`src/rtl/l1_wb_arbiter.sv`:
```
`default_nettype none
// ============================================================================
// Module      : l1_wb_arbiter
// Description : Shares one pipelined Wishbone master between L1I line fills
//               and L1D fills / non-cacheable reads / write-through stores.
// Revision    : 1.0 - initial release
// ============================================================================
module l1_wb_arbiter #(
    parameter int ADDR_W     = 32,
    parameter int DATA_W     = 32,
    parameter int LINE_WORDS = 4
) (
    input  logic                         wb_clk_i,
    input  logic                         wb_rst_i,
    input  logic                         l1i_req_val,
    input  logic [ADDR_W-1:0]            l1i_req_addr,
    output logic                         l1i_req_ack,
    output logic [LINE_WORDS*DATA_W-1:0] l1i_ack_data,
    input  logic                         l1d_req_val,
    input  logic                         l1d_req_we,
    input  logic                         l1d_req_nc,
    input  logic [ADDR_W-1:0]            l1d_req_addr,
    input  logic [DATA_W-1:0]            l1d_req_wdata,
    input  logic [DATA_W/8-1:0]          l1d_req_be,
    output logic                         l1d_req_ack,
    output logic [LINE_WORDS*DATA_W-1:0] l1d_ack_data,
    output logic                         l1d_ack_nc,
    output logic                         l1d_ack_we,
    input  logic [DATA_W-1:0]            wb_dat_i,
    input  logic                         wb_ack_i,
    input  logic                         wb_stall_i,
    output logic [DATA_W-1:0]            wb_dat_o,
    output logic [ADDR_W-1:0]            wb_adr_o,
    output logic [DATA_W/8-1:0]          wb_sel_o,
    output logic                         wb_cyc_o,
    output logic                         wb_stb_o,
    output logic                         wb_we_o
);

    localparam int c_sel_w  = DATA_W / 8;
    localparam int c_line_w = LINE_WORDS * DATA_W;
    localparam int c_cnt_w  = $clog2(LINE_WORDS) + 1;
    localparam logic [ADDR_W-1:0] c_line_mask = ADDR_W'(LINE_WORDS * c_sel_w - 1);

    typedef enum logic [1:0] {
        ST_IDLE  = 2'd0,
        ST_ISSUE = 2'd1,
        ST_WAIT  = 2'd2,
        ST_DONE  = 2'd3
    } state_t;

    state_t               r_state;
    logic                 r_gnt_d;
    logic                 r_prio_d;
    logic [ADDR_W-1:0]    r_addr;
    logic                 r_we;
    logic                 r_nc;
    logic [DATA_W-1:0]    r_wdata;
    logic [c_sel_w-1:0]   r_be;
    logic [c_cnt_w-1:0]   r_beats;
    logic [c_cnt_w-1:0]   r_issue_cnt;
    logic [c_cnt_w-1:0]   r_ack_cnt;
    logic [c_line_w-1:0]  r_line;
    logic                 r_cyc;
    logic                 r_stb;
    logic                 r_wb_we;
    logic [ADDR_W-1:0]    r_adr;
    logic [c_sel_w-1:0]   r_sel;
    logic [DATA_W-1:0]    r_dat;
    logic                 r_l1i_ack;
    logic                 r_l1d_ack;

    logic                 w_pick_d;
    logic                 w_single;
    logic [ADDR_W-1:0]    w_line_base;
    logic [c_cnt_w-1:0]   w_issue_nxt;
    logic [c_cnt_w-1:0]   w_ack_nxt;
    logic                 w_ack_take;

    // Round robin: L1D wins a tie only when L1I was the last one served.
    assign w_pick_d    = l1d_req_val && (!l1i_req_val || r_prio_d);
    assign w_single    = (r_beats == c_cnt_w'(1));
    assign w_line_base = r_addr & ~c_line_mask;
    assign w_issue_nxt = r_issue_cnt + c_cnt_w'(1);
    assign w_ack_nxt   = r_ack_cnt + c_cnt_w'(1);
    // Acks beyond the number of accepted beats are spurious and dropped.
    assign w_ack_take  = wb_ack_i && (r_state == ST_ISSUE || r_state == ST_WAIT)
                         && (r_ack_cnt < r_issue_cnt);

    function automatic logic [ADDR_W-1:0] beat_adr(
        input logic                single,
        input logic [ADDR_W-1:0]   addr,
        input logic [ADDR_W-1:0]   base,
        input logic [c_cnt_w-1:0]  idx
    );
        return single ? addr : base + ADDR_W'(idx) * ADDR_W'(c_sel_w);
    endfunction

    always_ff @(posedge wb_clk_i or posedge wb_rst_i) begin
        if (wb_rst_i) begin
            r_state     <= ST_IDLE;
            r_gnt_d     <= 1'b0;
            r_prio_d    <= 1'b0;
            r_addr      <= '0;
            r_we        <= 1'b0;
            r_nc        <= 1'b0;
            r_wdata     <= '0;
            r_be        <= '0;
            r_beats     <= '0;
            r_issue_cnt <= '0;
            r_ack_cnt   <= '0;
            r_line      <= '0;
            r_cyc       <= 1'b0;
            r_stb       <= 1'b0;
            r_wb_we     <= 1'b0;
            r_adr       <= '0;
            r_sel       <= '0;
            r_dat       <= '0;
            r_l1i_ack   <= 1'b0;
            r_l1d_ack   <= 1'b0;
        end else begin
            r_l1i_ack <= 1'b0;
            r_l1d_ack <= 1'b0;
            case (r_state)
                ST_IDLE: begin
                    if (l1i_req_val || l1d_req_val) begin
                        r_gnt_d     <= w_pick_d;
                        r_addr      <= w_pick_d ? l1d_req_addr : l1i_req_addr;
                        r_we        <= w_pick_d && l1d_req_we;
                        r_nc        <= w_pick_d && l1d_req_nc;
                        r_wdata     <= l1d_req_wdata;
                        r_be        <= l1d_req_be;
                        r_beats     <= (w_pick_d && (l1d_req_we || l1d_req_nc)) ?
                                       c_cnt_w'(1) : c_cnt_w'(LINE_WORDS);
                        r_issue_cnt <= '0;
                        r_ack_cnt   <= '0;
                        r_line      <= '0;
                        r_state     <= ST_ISSUE;
                    end
                end
                ST_ISSUE: begin
                    // stb is low only on the first ISSUE cycle; present beat 0 then.
                    if (!r_stb) begin
                        r_cyc   <= 1'b1;
                        r_stb   <= 1'b1;
                        r_wb_we <= r_we;
                        r_adr   <= beat_adr(w_single, r_addr, w_line_base, '0);
                        r_sel   <= r_we ? r_be : '1;
                        r_dat   <= r_wdata;
                    end else if (!wb_stall_i) begin
                        r_issue_cnt <= w_issue_nxt;
                        if (w_issue_nxt == r_beats) begin
                            r_stb   <= 1'b0;
                            r_state <= ST_WAIT;
                        end else begin
                            r_adr <= beat_adr(w_single, r_addr, w_line_base, w_issue_nxt);
                        end
                    end
                end
                ST_DONE: begin
                    r_prio_d <= ~r_gnt_d;
                    r_state  <= ST_IDLE;
                end
                default: begin
                end
            endcase

            if (w_ack_take) begin
                r_ack_cnt <= w_ack_nxt;
                if (!r_we) begin
                    for (int w = 0; w < LINE_WORDS; w++) begin
                        if (r_ack_cnt == c_cnt_w'(w)) begin
                            r_line[w*DATA_W +: DATA_W] <= wb_dat_i;
                        end
                    end
                end
                if (w_ack_nxt == r_beats) begin
                    r_state   <= ST_DONE;
                    r_cyc     <= 1'b0;
                    r_stb     <= 1'b0;
                    r_wb_we   <= 1'b0;
                    r_l1i_ack <= ~r_gnt_d;
                    r_l1d_ack <= r_gnt_d;
                end
            end
        end
    end

    assign l1i_req_ack  = r_l1i_ack;
    assign l1d_req_ack  = r_l1d_ack;
    assign l1i_ack_data = r_line;
    assign l1d_ack_data = r_line;
    assign l1d_ack_nc   = r_nc;
    assign l1d_ack_we   = r_we;
    assign wb_cyc_o     = r_cyc;
    assign wb_stb_o     = r_stb;
    assign wb_we_o      = r_wb_we;
    assign wb_adr_o     = r_adr;
    assign wb_sel_o     = r_sel;
    assign wb_dat_o     = r_dat;

endmodule
`default_nettype wire

```
`config.mk`:
```
export PLATFORM = sky130hd
export DESIGN_NAME = l1_wb_arbiter
export DESIGN_NICKNAME = d
export VERILOG_FILES = /design/src/rtl/l1_wb_arbiter.sv
export SDC_FILE = /design/constraint.sdc
export NUM_CORES = 1
export LEC_CHECK = 0
export CAP_MARGIN = 20
export CELL_PAD_IN_SITES_DETAIL_PLACEMENT = 0
export CELL_PAD_IN_SITES_GLOBAL_PLACEMENT = 2
export CORE_MARGIN = 3
export CORE_UTILIZATION = 29
export DETAILED_ROUTE_END_ITERATION = 7
export MAX_ROUTING_LAYER = met4
export PLACE_DENSITY = 0.95
export SLEW_MARGIN = 20
export SYNTH_ARGS = -nofsm -noshare
export SYNTH_HDL_FRONTEND = slang
export SYNTH_SLANG_ARGS = --single-unit
export TNS_END_PERCENT = 10
```
`constraint.sdc`:
```
create_clock -name wb_clk_i -period 16.4 [get_ports wb_clk_i]
set_clock_uncertainty 0.2 [all_clocks]
set_input_delay 2.46 -clock wb_clk_i [delete_from_list [all_inputs] [get_ports wb_clk_i]]
set_output_delay 2.46 -clock wb_clk_i [all_outputs]
set_load 0.02 [all_outputs]
```
==> metrics.md, run 1 <==
| Metric | Value |
|---|---|
| Outcome | `completed` |
| WL final | `38580 um` |
| Filler Cell Count | `4213` |
| Static Leak | `7.606 nW` |
| Setup Slack @ Placement | `10.78 ns` |
| Reg area | `7082 um^2` |
| Async set-or-reset flop fraction in the synthesized netlist | `1.000` |
| Antenna diodes | `0` |
| Class of the worst hold path | `register to register` |
| Mapped Cells | `1230` |
| # resized after CTS | `0` |
| Slew @ Worst Pin | `1.096 ns` |
| Net Count, Synth | `1384` |
| CP max-delay cell | `buf_4` |
| First-pass iteration count of the detailed router | `5` |
| I/O pin count | `471` |
| Number of remaining DRC errors | `0` |
| Worst path depth | `4` |
| Die W | `216.6 um` |
| DR WL met3 | `2177 um` |
| # setup viols final | `0` |
| Fmax | `199.4 MHz` |
| Initial antenna violation count | `0` |
| Gate power share | `0.419` |
| CTS tree | `done` |
| CTS Sinks | `283` |
| Clock network fraction of total power | `0.214` |
| Max Root-Sink Buffers | `3` |
| Switching Share | `0.3789` |
| Critical path startpoint category | `primary input` |
| Family with the most delay on the worst path | `buffers and inverters` |
| Dominant cell type by area after synthesis | `dfrtp_1` |
| Final Max Slew Viols | `0` |
| WL per Instance | `17.95 um` |
| Synth Cell Area | `12860 um^2` |
| DR WL met2 | `19330 um` |
| Switch Pwr | `1.177 mW` |
| H-tree Lvls | `1` |
| Ys flop type | `dfrtp_1` |
| Setup repair bufs after CTS | `0` |
| Syn-to-layout area delta | `41.38%` |
| Setup ws final | `11.38 ns` |
| Critical path class | `primary input to register` |
| Buf/Inv on CP | `2` |
| Register-to-Register Path Depth | `5` |
| Ordered list of cells on the worst path | `clkdlybuf4s50_1 > o21ai_4 > buf_4 > mux2_2` |
| Top sig layer | `met4` |
| M1 WL | `16410 um` |
| Flop and latch count out of synthesis | `283` |
| Multi-input gate area | `4414 um^2` |
| RR Startpoint | `r_state[0]` |
| Final GP Congestion | `0.8190` |
| First-pass GRT wire length | `60190 um` |
| Port Buf Inserts | `470` |
| Crit path time final | `5.016 ns` |
| Max Cap Viol | `0` |
| Final hold violation count | `0` |
| Synth top area share | `0.5507` |
| CP Capture Type | `register` |
| Iteration-0 DRC count of the detailed router | `522` |
| Largest stage delay on the critical path | `0.91 ns` |
| Grt total ovfl | `0` |
| Number of synthesized flops with an enable pin | `0` |
| CTS root buf | `clkbuf_16` |
| Num CTS Buffers | `30` |
| Final ANT Viol Nets | `0` |
| Flop-to-flop setup slack | `13.38 ns` |
| Initial Util | `0.2959` |
| Ratio of cells with drive above 1 in the final layout | `0.09399` |
| Worst-path maximum fanout | `94` |
| Gr usage total | `0.1639` |
| RSZ-0062 raised after global routing | `false` |
| TNS Setup | `0 ns` |
| Worst Setup EP | `r_wdata[6]` |
| Die Area | `46910 um^2` |
| Flop pwr share | `0.367` |
| Vias per cell | `4.583` |
| # hold bufs at CTS | `0` |
| Row cnt | `76` |
| Count leader, synth | `dfrtp_1` |
| Most frequent cells after synthesis | `dfrtp_1, o21ai_0, nand2_1, buf_4, nand3_1` |
| Worst vdd ir | `0.0001060 V` |
| Core Footprint | `43460 um^2` |
| CP arrival | `5.26 ns` |
| Via Count | `9848` |
| Sequential cell area fraction in the yosys report | `0.5507` |
| WP data required | `16.65 ns` |
| Yosys warnings | `0` |
| Vias in the first global route | `10275` |
| Mapped Avg Cell Area | `10.46 um^2` |
| PwrDens | `170.8 nW/um^2` |
| Fin crit share | `0.3059` |
| Dpl hpwl | `27880 um` |
| Tot Pwr | `3.106 mW` |
| Critical R2R Capture | `r_wdata[6]` |
| Largest net degree at the start of global routing | `102` |
| Crit. Startpoint | `l1i_req_val` |
| Final net count | `1698` |
| Post-synthesis cell type count | `54` |
| Max-slew headroom | `0.2693` |
| Later-pin clock latency in the skew report | `0.56 ns` |
| Internal | `1.929 mW` |
| Synth area leaders | `dfrtp_1, o21ai_0, buf_4` |
| Hold Path Stages | `2` |
| Die Y | `216.6 um` |
| CTS clk-pin slew, worst paths | `0.06 ns` |
## per-layer routing
metal / vias up / GRT usage
li1: 4678 / -
met1: 4840 / 0.2043
met2: 294 / 0.2795
met3: 36 / 0.03365
met4: 0 / 0.02867
met5: - / -
## registers in the layout (all words and copies together) (netlist names)
| register | flops |
|---|---|
| l1d_ack_data | 128 |
| l1d_ack_nc | 1 |
| l1d_ack_we | 1 |
| l1d_req_ack | 1 |
| l1i_req_ack | 1 |
| r_ack_cnt | 3 |
| r_addr | 32 |
| r_be | 4 |
| r_beats | 2 |
| r_gnt_d | 1 |
| r_issue_cnt | 3 |
| r_prio_d | 1 |
| r_state | 2 |
| r_wdata | 32 |
| wb_adr_o | 32 |
| wb_cyc_o | 1 |
| wb_dat_o | 32 |
| wb_sel_o | 4 |
| wb_stb_o | 1 |
| wb_we_o | 1 |
## power by group through the flow
| stage | logic, mW | registers [mW] | clock network (mW) |
|---|---|---|---|
| after global placement | 1.30 | 1.14 | 0 |
| after global routing | 1.41 | 1.18 | 0.713 |
| after CTS | 1.32 | 1.14 | 0.686 |
| final | 1.30 | 1.14 | 0.665 |
| after floorplan | 0.638 | 1.27 | 0 |
| after detailed placement | 1.32 | 1.15 | 0 |
## cells by family (layout without fill, tap and decap cells)
family,count (synthesis),in the layout,synth area share
DFF,283,283,0.5507
and+or+nand+nor,325,325,0.1225
muxes,103,103,0.08679
buffers and inverters,249,583,0.1115
xor gates and xnor gates,30,30,0.02150
AOI/OAI and AO/OA,226,226,0.09341
adders and majority gates,14,14,0.01362
## worst min-delay path, cell delays in order (launching register included)
cell and delay, ns:
dfrtp_1 0.34, nand2_1 0.05, o21ai_0 0.06
## through the flow
stage | util | instance area (um^2) | hold WS [ns] | cells
after global placement | 0.3960 | 17210 | 0.2649 | 2097
after floorplan | - | 12860 | 0.2373 | 1230
after CTS | 0.4183 | 18180 | 0.2874 | 2149
final | 0.4184 | 18180 | 0.2795 | 2149
after global routing | 0.4184 | 18180 | 0.3036 | 2149
after detailed placement | 0.3960 | 17210 | 0.2736 | 2097
## area by class of cell
cell class	count	share of cell area
clock inverter	6	0.003647
inverter	50	0.01074
tap	585	0.04026
multi-input combinational	698	0.2428
sequential	283	0.3895
clock buffer	46	0.04955
timing repair buffer	481	0.2635
## layout by cell type, fill, tap and decap left out, types with 3 or more instances in the layout
master	synthesis	layout
clkdlybuf4s50_1	0	470
dfrtp_1	283	283
o21ai_0	195	194
nand2_1	145	145
nand3_1	108	108
mux2_2	68	68
inv_1	50	49
mux2i_1	35	35
clkbuf_16	0	30
xnor2_1	21	21
nor2_1	18	18
ha_1	14	14
buf_4	128	10
nand4_1	9	9
clkbuf_8	0	9
xor2_1	8	8
nor4_1	8	8
a21oi_1	7	7
clkbuf_1	64	7
nor3_1	6	6
o21ai_1	4	4
and3_1	4	4
clkinv_2	0	4
nand2b_1	4	3
and2_1	3	3
o21ai_2	3	3
## how the worst min path moves through the flow
stage | start | end | slack [ns]
floorplan | r_gnt_d | l1i_req_ack | 0.24
global route | wb_adr_o[10] | wb_adr_o[10] | 0.30
global placement | wb_adr_o[1] | wb_adr_o[1] | 0.26
detailed placement | wb_adr_o[3] | wb_adr_o[3] | 0.27
CTS | wb_adr_o[3] | wb_adr_o[3] | 0.29
finish | wb_adr_o[13] | wb_adr_o[13] | 0.28
(Power assumes the default switching activity.)
==> inputs of run 2 (changes only) <==
Settings changed: CORE_UTILIZATION 29 to 24, PLACE_DENSITY 0.95 to 0.87.
Clock period 16.4 ns to 4.6 ns, I/O delays scaled along.
==> run 2 against run 1 <==
First-iteration DRC count is 22% lower. Die area is 20% higher. Worst setup slack worse by 9.5 ns.
==> metrics.md, run 2 (same netlist as run 1, synthesis figures left out) <==
| Metric | Value |
|---|---|
| Outcome | `completed` |
| # resized after CTS | `0 (unchanged)` |
| Inst Count DP | `2206 (+5.2%)` |
| CTS root buf | `clkbuf_16` |
| # hold bufs at CTS | `0 (unchanged)` |
| M1 WL | `17180 um (+4.7%)` |
| CTS tree | `done` |
| Fmax | `364.3 MHz` |
| Num CTS Buffers | `35 (+17%)` |
| Number of flip-flops in the largest register | `128 (unchanged)` |
| Final Max Slew Viols | `0 (unchanged)` |
| Iteration-0 DRC count of the detailed router | `408 (-22%)` |
| DR WL met2 | `19990 um (+3.4%)` |
| Final net count | `1711 (+0.77%)` |
| Worst-path maximum fanout | `33 (-65%)` |
| CTS Sinks | `283 (unchanged)` |
| Largest stage delay on the critical path | `0.44 ns (-0.47 ns)` |
| Class of the worst hold path | `register to register` |
| First-pass iteration count of the detailed router | `5 (unchanged)` |
| Worst vdd ir | `0.0003132 V (+200%)` |
| Vias in the first global route | `10099 (-1.7%)` |
| Top sig layer | `met4` |
| Later-pin clock latency in the skew report | `0.53 ns (-0.03 ns)` |
| Setup ws final | `1.855 ns (-9.529 ns)` |
| RSZ-0062 raised after global routing | `false` |
| Tot Pwr | `11.62 mW (+270%)` |
| Die W | `237.5 um (+9.7%)` |
| Most common cell after layout, fill and taps aside | `clkdlybuf4s50_1` |
| Die Y | `237.5 um (+9.7%)` |
| Initial antenna violation count | `2 (+2)` |
| First-pass GRT wire length | `61100 um (+1.5%)` |
| Static Leak | `7.792 nW (+2.4%)` |
| Gr usage total | `0.1425 (-0.02140)` |
| CP max-delay cell | `buf_4` |
| Fin crit share | `0.5968` |
| CP arrival | `2.92 ns (-2.34 ns)` |
| # setup viols final | `0 (unchanged)` |
| Ordered list of cells on the worst path | `inv_1 > ha_1 > and3b_1 > o21ai_1 > nor4b_4 > buf_4 > o21ai_0` |
| Crit path time final | `2.745 ns` |
| Vias per cell | `4.337 (-5.4%)` |
| Port Buf Inserts | `470 (unchanged)` |
| Core Util, Final | `0.3543 (-0.06412)` |
| Syn-to-layout area delta | `45.34%` |
| Ratio of cells with drive above 1 in the final layout | `0.1050 (+0.01101)` |
| Final hold violation count | `0 (unchanged)` |
| PwrDens | `621.6 nW/um^2 (+260%)` |
| Final ANT Viol Nets | `0 (unchanged)` |
| Max Root-Sink Buffers | `3 (unchanged)` |
| Initial Util | `0.2437 (-0.05218)` |
| Setup repair bufs after CTS | `0 (unchanged)` |
| Final GP Congestion | `0.7832 (-4.4%)` |
| H-tree Lvls | `2 (+1)` |
| Largest net degree at the start of global routing | `125 (+23%)` |
| Fin cells | `2272 (+5.7%)` |
| Max Cap Viol | `0 (unchanged)` |
| DR WL met3 | `2317 um (+6.4%)` |
| CTS clk-pin slew, worst paths | `0.06 ns (about the same)` |
| Die Area | `56400 um^2 (+20%)` |
| Number of remaining DRC errors | `0 (unchanged)` |
| Via Count | `9853 (+0.051%)` |
| WL final | `40180 um (+4.2%)` |
| Slew @ Worst Pin | `0.8577 ns (-0.2384 ns)` |
| Filler Cell Count | `5348 (+27%)` |
| I/O pin count | `471 (unchanged)` |
| CP Capture Type | `register` |
| Core Footprint | `52760 um^2 (+21%)` |
| Max-slew headroom | `0.4282 (+0.1589)` |
| Critical path startpoint category | `register` |
| Row cnt | `84 (+11%)` |
| Critical path class | `register to register` |
| Dpl hpwl | `29070 um (+4.3%)` |
| WL per Instance | `17.68 um (-1.5%)` |
| Grt total ovfl | `0 (unchanged)` |
| Setup Slack @ Placement | `1.533 ns (-9.245 ns)` |
| Most frequent cells in the layout | `clkdlybuf4s50_1, dfrtp_1, o21ai_0` |
| WP data required | `4.78 ns (-11.87 ns)` |
## run 2: changes by cell type in the layout (fill, tap and decap cells not counted), moves of 2 or more
| cell | previous run | this run |
|---|---|---|
| clkbuf_8 | 9 | 7 |
| clkbuf_1 | 7 | 5 |
| clkbuf_16 | 30 | 37 |
| buf_4 | 10 | 13 |
| bufinv_16 | 1 | 4 |
| buf_12 | 0 | 5 |
| clkinv_2 | 4 | 7 |
| diode_2 | 0 | 3 |
## run 2: power breakdown
group / switching, mW / internal, mW
Clock: 1.06 / 1.80
Combinational: 2.51 / 2.16
Sequential: 0.724 / 3.36
Total: 4.30 / 7.32
## run 2: cell type report
cell class	count	area, um^2	share of cell area
clock buffer	49	1041	0.05570
tap	688	860.8	0.04606
timing repair buffer	489	4930	0.2638
inverter	50	191.4	0.01024
multi-input combinational	698	4414	0.2362
clock inverter	12	163.9	0.008770
sequential	283	7082	0.3789
antenna	3	7.507	0.0004017
## run 2: critical path: cells and delay by family (launching register included)
| kind | cells | cell delay (ns) |
|---|---|---|
| flops | 1 | 0.43 |
| compound gates | 2 | 0.49 |
| simple gates | 2 | 0.60 |
| buf+inv | 2 | 0.53 |
| fa+ha+maj | 1 | 0.31 |
## run 2: path summary, 6_finish.rpt
path	from	end	slack [ns]	cells past startpoint
max in group asynchronous	wb_rst_i	l1d_ack_data[109]	3.01	4
max reg2reg	r_state[0]	l1d_ack_data[48]	1.85	7
max	r_state[0]	l1d_ack_data[48]	1.85	7
min reg2reg	wb_adr_o[1]	wb_adr_o[1]	0.28	2
min	wb_adr_o[1]	wb_adr_o[1]	0.28	2
min in group asynchronous	wb_rst_i	l1d_ack_data[69]	0.29	2
## run 2: through the flow
step / instance area (um^2) / hold slack, ns / TNS (ns)
final: 18690 / 0.2779 / 0
after global routing: 18690 / 0.2783 / 0
after CTS: 18640 / 0.2758 / 0
after detailed placement: 17430 / 0.2639 / 0
after global placement: 17430 / 0.2627 / 0
after floorplan: 12860 / 0.2373 / -11.11
## run 2: per-layer routing
metal,GRT usage,vias up
met4,0.03042,0
met2,0.2371,308
met5,-,-
li1,-,4698
met1,0.1772,4794
met3,0.03411,53
